<file path="config.mk">
export PLATFORM = sky130hd
export DESIGN_NAME = vga_scan_ctrl
export DESIGN_NICKNAME = d
export VERILOG_FILES = /design/src/rtl/vga_pkg.sv /design/src/rtl/vga_hv_counter.sv /design/src/rtl/vga_scan_ctrl.sv
export SDC_FILE = /design/constraint.sdc
export NUM_CORES = 1
export LEC_CHECK = 0
export CAP_MARGIN = 20
export CORE_UTILIZATION = 25
export CTS_BUF_LIST = sky130_fd_sc_hd__clkbuf_16
export DETAILED_ROUTE_END_ITERATION = 10
export PLACE_DENSITY = 0.57
export SLEW_MARGIN = 0
export SYNTH_ARGS = -nofsm -noshare
export SYNTH_HDL_FRONTEND = slang
export SYNTH_HIERARCHICAL = 1
export SYNTH_SLANG_ARGS = --single-unit
export TNS_END_PERCENT = 20
</file>
<file path="constraint.sdc">
create_clock -name vga_clk -period 4.5 [get_ports vga_clk]
set_clock_uncertainty 0.05 [all_clocks]
set_input_delay 0.9 -clock vga_clk [delete_from_list [all_inputs] [get_ports vga_clk]]
set_output_delay 0.9 -clock vga_clk [all_outputs]
set_load 0.05 [all_outputs]
</file>
<file path="src/rtl/vga_pkg.sv">
// +------------------------------------------------------------------+
// | Module      : vga_pkg                                              |
// | Description : Default 640x480@60 timing constants, derived totals  |
// |               and sync positions, and the scan flag bundle type.   |
// | Revision    : 1.0                                                  |
// +------------------------------------------------------------------+
`timescale 1ns/1ps
`default_nettype none

package vga_pkg;

    localparam int H_VISIBLE_DEF = 640;
    localparam int H_FRONT_DEF   = 16;
    localparam int H_SYNC_DEF    = 96;
    localparam int H_BACK_DEF    = 48;
    localparam int V_VISIBLE_DEF = 480;
    localparam int V_FRONT_DEF   = 10;
    localparam int V_SYNC_DEF    = 2;
    localparam int V_BACK_DEF    = 33;

    localparam int HT_DEF = H_VISIBLE_DEF + H_FRONT_DEF + H_SYNC_DEF + H_BACK_DEF;
    localparam int VT_DEF = V_VISIBLE_DEF + V_FRONT_DEF + V_SYNC_DEF + V_BACK_DEF;

    localparam int H_SYNC_START_DEF = H_VISIBLE_DEF + H_FRONT_DEF;
    localparam int H_SYNC_END_DEF   = H_SYNC_START_DEF + H_SYNC_DEF;
    localparam int V_SYNC_START_DEF = V_VISIBLE_DEF + V_FRONT_DEF;
    localparam int V_SYNC_END_DEF   = V_SYNC_START_DEF + V_SYNC_DEF;

    localparam int CNT_W = 10;

    // Raw decode flags, all active-high; travel together down the pipeline.
    typedef struct packed {
        logic visible;
        logic hsync;
        logic vsync;
    } scan_flags_t;

endpackage

`default_nettype wire

</file>
<file path="src/rtl/vga_hv_counter.sv">
// +------------------------------------------------------------------+
// | Module      : vga_hv_counter                                       |
// | Description : Horizontal/vertical scan counters with wrap logic    |
// |               and raw visible / hsync / vsync decode.              |
// | Revision    : 1.0                                                  |
// +------------------------------------------------------------------+
`timescale 1ns/1ps
`default_nettype none

module vga_hv_counter
    import vga_pkg::*;
#(
    parameter int H_VISIBLE = H_VISIBLE_DEF,
    parameter int H_FRONT   = H_FRONT_DEF,
    parameter int H_SYNC    = H_SYNC_DEF,
    parameter int H_BACK    = H_BACK_DEF,
    parameter int V_VISIBLE = V_VISIBLE_DEF,
    parameter int V_FRONT   = V_FRONT_DEF,
    parameter int V_SYNC    = V_SYNC_DEF,
    parameter int V_BACK    = V_BACK_DEF
) (
    input  logic             vga_clk,
    input  logic             clrn,
    output logic [9:0]       col_addr,
    output logic [8:0]       row_addr,
    output scan_flags_t      flags,
    output logic             frame_end
);

    localparam int HT      = H_VISIBLE + H_FRONT + H_SYNC + H_BACK;
    localparam int VT      = V_VISIBLE + V_FRONT + V_SYNC + V_BACK;
    localparam int HS_BEG  = H_VISIBLE + H_FRONT;
    localparam int HS_END  = HS_BEG + H_SYNC;
    localparam int VS_BEG  = V_VISIBLE + V_FRONT;
    localparam int VS_END  = VS_BEG + V_SYNC;

    logic [CNT_W-1:0] r_h_cnt;
    logic [CNT_W-1:0] r_v_cnt;
    logic             w_h_last;
    logic             w_v_last;

    assign w_h_last = (r_h_cnt == CNT_W'(HT - 1));
    assign w_v_last = (r_v_cnt == CNT_W'(VT - 1));

    always_ff @(posedge vga_clk or negedge clrn) begin
        if (!clrn) begin
            r_h_cnt <= '0;
            r_v_cnt <= '0;
        end else if (w_h_last) begin
            r_h_cnt <= '0;
            r_v_cnt <= w_v_last ? '0 : r_v_cnt + 1'b1;
        end else begin
            r_h_cnt <= r_h_cnt + 1'b1;
        end
    end

    assign col_addr = r_h_cnt;
    assign row_addr = r_v_cnt[8:0];

    assign flags.visible = (r_h_cnt < CNT_W'(H_VISIBLE)) && (r_v_cnt < CNT_W'(V_VISIBLE));
    assign flags.hsync   = (r_h_cnt >= CNT_W'(HS_BEG)) && (r_h_cnt < CNT_W'(HS_END));
    assign flags.vsync   = (r_v_cnt >= CNT_W'(VS_BEG)) && (r_v_cnt < CNT_W'(VS_END));
    assign frame_end     = w_h_last && w_v_last;

endmodule

`default_nettype wire

</file>
<file path="src/rtl/vga_scan_ctrl.sv">
// +------------------------------------------------------------------+
// | Module      : vga_scan_ctrl                                        |
// | Description : VGA scan controller: address generation, 2-stage     |
// |               pixel/sync pipeline, blanking and frame_start pulse. |
// |               Define VGA_FRAME_CNT_EN to add the frame_cnt output. |
// | Revision    : 1.0                                                  |
// +------------------------------------------------------------------+
`timescale 1ns/1ps
`default_nettype none

module vga_scan_ctrl
    import vga_pkg::*;
#(
    parameter int H_VISIBLE = H_VISIBLE_DEF,
    parameter int H_FRONT   = H_FRONT_DEF,
    parameter int H_SYNC    = H_SYNC_DEF,
    parameter int H_BACK    = H_BACK_DEF,
    parameter int V_VISIBLE = V_VISIBLE_DEF,
    parameter int V_FRONT   = V_FRONT_DEF,
    parameter int V_SYNC    = V_SYNC_DEF,
    parameter int V_BACK    = V_BACK_DEF
) (
    input  logic        vga_clk,
    input  logic        clrn,
    input  logic [11:0] d_in_BGR,
    output logic [9:0]  col_addr,
    output logic [8:0]  row_addr,
    output logic        rdn,
    output logic [3:0]  r,
    output logic [3:0]  g,
    output logic [3:0]  b,
    output logic        hs,
    output logic        vs,
    output logic        frame_start
`ifdef VGA_FRAME_CNT_EN
    ,
    output logic [15:0] frame_cnt
`endif
);

    scan_flags_t w_flags;
    logic        w_frame_end;

    scan_flags_t r_flags_d1;
    logic [3:0]  r_r;
    logic [3:0]  r_g;
    logic [3:0]  r_b;
    logic        r_hs;
    logic        r_vs;
    logic        r_frame_start;

    vga_hv_counter #(
        .H_VISIBLE (H_VISIBLE),
        .H_FRONT   (H_FRONT),
        .H_SYNC    (H_SYNC),
        .H_BACK    (H_BACK),
        .V_VISIBLE (V_VISIBLE),
        .V_FRONT   (V_FRONT),
        .V_SYNC    (V_SYNC),
        .V_BACK    (V_BACK)
    ) u_hv_counter (
        .vga_clk   (vga_clk),
        .clrn      (clrn),
        .col_addr  (col_addr),
        .row_addr  (row_addr),
        .flags     (w_flags),
        .frame_end (w_frame_end)
    );

    assign rdn = ~w_flags.visible;

    // Stage 1 aligns flags with the returning pixel; stage 2 registers the
    // blanked colour. The explicit if keeps unknown blanking data off r/g/b.
    always_ff @(posedge vga_clk or negedge clrn) begin
        if (!clrn) begin
            r_flags_d1    <= '0;
            r_r           <= '0;
            r_g           <= '0;
            r_b           <= '0;
            r_hs          <= 1'b1;
            r_vs          <= 1'b1;
            r_frame_start <= 1'b0;
        end else begin
            r_flags_d1    <= w_flags;
            r_hs          <= ~r_flags_d1.hsync;
            r_vs          <= ~r_flags_d1.vsync;
            r_frame_start <= w_frame_end;
            if (r_flags_d1.visible) begin
                r_r <= d_in_BGR[3:0];
                r_g <= d_in_BGR[7:4];
                r_b <= d_in_BGR[11:8];
            end else begin
                r_r <= '0;
                r_g <= '0;
                r_b <= '0;
            end
        end
    end

    assign r           = r_r;
    assign g           = r_g;
    assign b           = r_b;
    assign hs          = r_hs;
    assign vs          = r_vs;
    assign frame_start = r_frame_start;

`ifdef VGA_FRAME_CNT_EN
    logic [15:0] r_frame_cnt;

    always_ff @(posedge vga_clk or negedge clrn) begin
        if (!clrn) begin
            r_frame_cnt <= '0;
        end else if (r_frame_start) begin
            r_frame_cnt <= r_frame_cnt + 16'd1;
        end
    end

    assign frame_cnt = r_frame_cnt;
`endif

endmodule

`default_nettype wire

</file>
==> metrics.txt, run 1 <==
Cell variety after synth=38; # Post-CTS Setup Buffers=0; critical path class=reg -> out; GRT Total Usage=10.6%; IO Count=49; most frequent cells in the layout=clkdlybuf4s50_1 (47), dfrtp_1 (36), nor2_1 (10); Post-Layout Cell Count=289; max-slew violations=0; Row Count=30; syn_area_per_cell=11.7 um2; Placed Cells=281; crit path max fanout=6; Vias=between 1k and 1.5k; Hold Crit Depth=1; nets=210; initial antenna violation count=0; die area=7390 um2; Max-slew headroom=43.9%; area grow syn2layout=38.9%; RSZ-0062 raised after global routing=no; Highest Clock Rate=0.327 GHz; EDFF count, synth=0; port buffer count=48; Synth async-reset ratio=100%; beginning of the worst hold path=r_flags_d1[0]; largest net degree at the start of global routing=39; status=finished, final reports clean; Yosys Warn Count=6; CTS tree=done; Initial Util=approximately a quarter; Final Hold Viols=0; Reg clk slew, reported paths=60 ps; Via-to-Cell Ratio=3.99; post-layout minimum cycle time=3060 ps; worst min path class=reg -> reg; worst slew pin tran=841 ps; hold buffers post-CTS=0; dpl hpwl=between 2000 and 2500 um; Iteration-0 DRC Markers=33; Max Cap Violations=0; htree depth=2; #FFs+latches synth=38; setup TNS=0 ps; Antenna diodes=0; commonest non-fill, non-tap cell in the layout=clkdlybuf4s50_1; Worst setup SP type=flip-flop; Worst R2R Setup Slack=~2700 ps; Hold EP=vs; Mapped Cells=150; Die W=85.9 um; Tcrit/Tclk final=68.0%; Arr. time, crit path=2110 ps; Worst Path Required=~3600 ps; GR Overflow Total=0; final wirelength=3530 um; vias in the first global route=1186; DR pass1 iterations=4; ys flop type=dfrtp_1; Die Y=85.9 um; root buffer cell=clkbuf_16; Worst R2R End=u_hv_counter/r_v_cnt[7]; CTS sink cnt=38; share of cells above drive strength 1=15.5%; wire per inst=12.2 um; Routed Antenna Nets=0; RePlAce Congestion=0.748; post-synthesis sequential area ratio=54.1%; syn_nets=168; Max clock buf depth=2; core area=about 6800 um2; CP Capture Type=output pin; post_cts resized=0; worst skew pair latency=280 ps; reg-to-reg startpoint=u_hv_counter/col_addr[5]; PwrDens=347 nW/um2; FF-to-FF path depth=4; DRC Markers=0; Leak Pwr=between 1 and 1.5 nW; count of final setup violators=0; Cell Area, Synth=1760 um2; first-pass GRT wire length=5930 um; CTS Buf Count=5; Peak supply drop=0.180 mV
[through the flow]
stage	setup WS [ps]	hold WS (ps)	util [%]	power (mW)	cell area [um2]
after detailed placement	1720	296	33.2	0.408	2260
after floorplan	2280	287	-	0.379	1760
after global routing	1310	320	36.0	0.879	2450
after CTS	1410	304	36.0	0.863	2450
after global placement	1750	293	33.2	0.408	2260
final	1440	302	36.0	0.849	2450
[synth_stat cells, types with 2 or more instances]
cell | count | area share, %
dfrtp_1 | 36 | 51
nor2_1 | 10 | 2.1
buf_4 | 9 | 3.8
nand3_1 | 9 | 2.6
xnor2_1 | 9 | 4.5
and2_2 | 8 | 3.4
inv_1 | 8 | 1.7
and2_1 | 6 | 2.1
ha_1 | 4 | 2.8
nand4_1 | 4 | 1.4
o21ai_0 | 4 | 1.1
xor2_1 | 4 | 2.0
and3_1 | 3 | 1.1
nand2_1 | 3 | 0.64
and3_2 | 2 | 0.85
and4_1 | 2 | 0.99
buf_6 | 2 | 1.3
dfstp_2 | 2 | 3.0
nor2b_1 | 2 | 0.71
nor3_1 | 2 | 0.57
nor4_1 | 2 | 0.71
nor4_4 | 2 | 2.4
o21a_1 | 2 | 0.85
[logic make-up (layout without fill, tap and decap cells)]
kind of cell	count (synthesis)	in the layout	share of synthesized area, %
xor gates and xnor gates	13	13	6.46
and+or+nand+nor	65	65	26.1
DFF	38	38	54.1
adders and majority gates	4	4	2.84
AOI/OAI and AO/OA	9	9	3.20
buffers and inverters	21	64	7.31
[sequential cells by signal, summed over array words and instances (netlist names)]
| register | cells |
|---|---|
| u_hv_counter/col_addr | 10 |
| u_hv_counter/r_v_cnt | 10 |
| b | 4 |
| g | 4 |
| r | 4 |
| r_flags_d1 | 3 |
| frame_start | 1 |
| hs | 1 |
| vs | 1 |
[how the worst max path moves through the flow]
stage                                   startpoint  endpoint  slack [ps]  cells after the start
after detailed placement   u_hv_counter/r_v_cnt[5]       rdn        1720                      5
after floorplan           u_hv_counter/col_addr[8]       rdn        2280                      3
after global routing       u_hv_counter/r_v_cnt[5]       rdn        1310                      5
final                      u_hv_counter/r_v_cnt[5]       rdn        1440                      5
after global placement     u_hv_counter/r_v_cnt[5]       rdn        1750                      5
after CTS                  u_hv_counter/r_v_cnt[5]       rdn        1410                      5
[critical path, stage by stage, from the launching register on]
cell	delay, ps
dfrtp_1	430
and3_1	220
and2_1	180
nor3_1	220
inv_1	60
clkdlybuf4s50_1	710
[per-layer routing]
metal	track usage (%)	vias to the layer above	wire length (um)
li1	-	575	-
met1	13.5	536	1660
met2	16.8	39	1600
met3	3.27	4	218
met4	4.55	0	53
met5	0	-	0
[report_power, final]
part           internal [mW]  total [mW]  switching [mW]
registers              0.347       0.349         0.00125
clock network          0.315       0.448           0.132
logic                 0.0217      0.0525          0.0308
total                  0.685       0.849           0.164
[area by class of cell]
| class | instances | area, um2 |
|---|---|---|
| fill | 693 | 4350 |
| sequential | 38 | 953 |
| multi-input combinational | 91 | 679 |
| timing repair buffer | 48 | 475 |
| clock buffer | 5 | 125 |
| tap | 96 | 120 |
| clock inverter | 3 | 63.8 |
| inverter | 8 | 30.0 |
(Power assumes the default switching activity.)
==> inputs of run 2 (changes only) <==
Clock period 4.5 ns to 3.2 ns, I/O delays scaled along.
==> run 2 against run 1 <==
  * Combinational power is 40% higher
  * Hold slack worse by 3.1 ps
  * Sequential share of layout area increased by 0.83 points
  * Largest power group is now registers
  * Highest routed layer unchanged
==> metrics.txt, run 2 (synthesized netlist as in run 1, its figures left out) <==
htree depth=2 (unchanged); Via-to-Cell Ratio=3.99 (about the same); DRC Markers=0 (unchanged); IO Count=49 (unchanged); final setup margin=388 ps (-1050 ps); RePlAce Congestion=0.748 (about the same); commonest non-fill, non-tap cell in the layout=clkdlybuf4s50_1; Max-slew headroom=43.4% (-0.53 points); core area=6790 um2 (unchanged); met2 Resource Use GR=16.6% (-0.22 points); GRT busiest layer=met2; status=finished, final reports clean; first-pass GRT wire length=5880 um (-0.94%); fill count=681 (-1.7%); root buffer cell=clkbuf_16; crit path max fanout=6 (unchanged); final wirelength=3600 um (+1.8%); Hold Crit Depth=1 (unchanged); port buffer count=48 (unchanged); Max clock buf depth=2 (unchanged); # Post-CTS Setup Buffers=0 (unchanged); max-slew violations=0 (unchanged); Leak Pwr=1.02 nW (-1.8%); RSZ-0062 raised after global routing=no; CP Capture Type=output pin; most frequent cells in the layout=clkdlybuf4s50_1 (47), dfrtp_1 (36), nor2_1 (10); Iteration-0 DRC Markers=33 (unchanged); Row Count=30 (unchanged); area grow syn2layout=36.0%; Highest Clock Rate=0.356 GHz; Max Cap Violations=0 (unchanged); Vias=1153 (-0.087%); Worst Path Required=2510 ps (-1040 ps); critical path class=reg -> out; Final Hold Viols=0 (unchanged); largest net degree at the start of global routing=39 (unchanged); setup TNS=0 ps (unchanged); CTS Buf Count=5 (unchanged); CTS tree=done; met3 Resource Use GR=3.46% (+0.19 points); CTS sink cnt=38 (unchanged); met1 usage=13.4% (-0.024 points); Antenna diodes=0 (unchanged); Die Y=85.9 um (unchanged); vias in the first global route=1152 (-2.9%); post-layout minimum cycle time=2810 ps; FF-to-FF path depth=4 (unchanged); nets=210 (unchanged); count of final setup violators=0 (unchanged); hold buffers post-CTS=0 (unchanged); Peak supply drop=0.185 mV (+2.4%); post_cts resized=0 (unchanged); Worst setup SP type=flip-flop; Initial Util=25.9% (unchanged); Hold Slack=299 ps (-3.08 ps); Tcrit/Tclk final=slightly below 90%; worst min path class=reg -> reg; DR pass1 iterations=4 (unchanged); Die W=85.9 um (unchanged); worst skew pair latency=280 ps (about the same); PwrDens=428 nW/um2 (+23%); dpl hpwl=2510 um (+0.30%); GR Overflow Total=0 (unchanged); GRT Total Usage=10.6% (-0.027 points); wire per inst=12.4 um (+1.8%); Routed Antenna Nets=0 (unchanged); Util after Layout=35.3% (-0.76 points); Arr. time, crit path=2120 ps (about the same); die area=7390 um2 (unchanged); Reg clk slew, reported paths=50 ps (about the same); initial antenna violation count=0 (unchanged); share of cells above drive strength 1=15.0% (-0.52 points); Tot Pwr=1.02 mW (+21%); worst slew pin tran=849 ps (+7.97 ps); post-placement worst setup slack=668 ps (-1050 ps)
## run 2: power by group
part,leakage [nW],internal [mW],switching [mW]
Clock,0.0724,0.281,0.179
Combinational,0.473,0.0306,0.0432
Sequential,0.477,0.489,0.00182
## run 2: worst paths after layout
check / start / end / slack, ps
min reg2reg: r_flags_d1[0] / vs / 300
min: r_flags_d1[0] / vs / 300
max: u_hv_counter/r_v_cnt[5] / rdn / 390
min in group asynchronous: clrn / r[0] / 420
max in group asynchronous: clrn / u_hv_counter/r_v_cnt[7] / 2150
max reg2reg: u_hv_counter/col_addr[5] / u_hv_counter/r_v_cnt[7] / 1400
## run 2: area by class of cell
class | count | area, um2 | area share [%]
flip-flops and latches | 38 | 953 | 39.8
inverters | 8 | 30.0 | 1.25
repair buffers | 48 | 475 | 19.8
clock inverters | 3 | 12.5 | 0.522
multi-input cells | 91 | 679 | 28.4
clock buffers | 5 | 125 | 5.22
well taps | 96 | 120 | 5.01
## run 2: stage by stage
stage	instances	instance area [um2]
after CTS	289	2400
after floorplan	150	1760
after detailed placement	281	2260
after global placement	281	2260
final	289	2400
after global routing	289	2400
## run 2: layer usage
metal | part of all wire, % | wire [um]
met5 | 0 | 0
met4 | 1.3 | 47
met3 | 6.0 | 215
met2 | 45 | 1620
met1 | 48 | 1720
## run 2: worst max-delay path, cell delays in order, from the launching register on
cell	delay [ps]
dfrtp_1	430
and3_1	210
and2_1	180
nor3_1	250
inv_1	60
clkdlybuf4s50_1	710
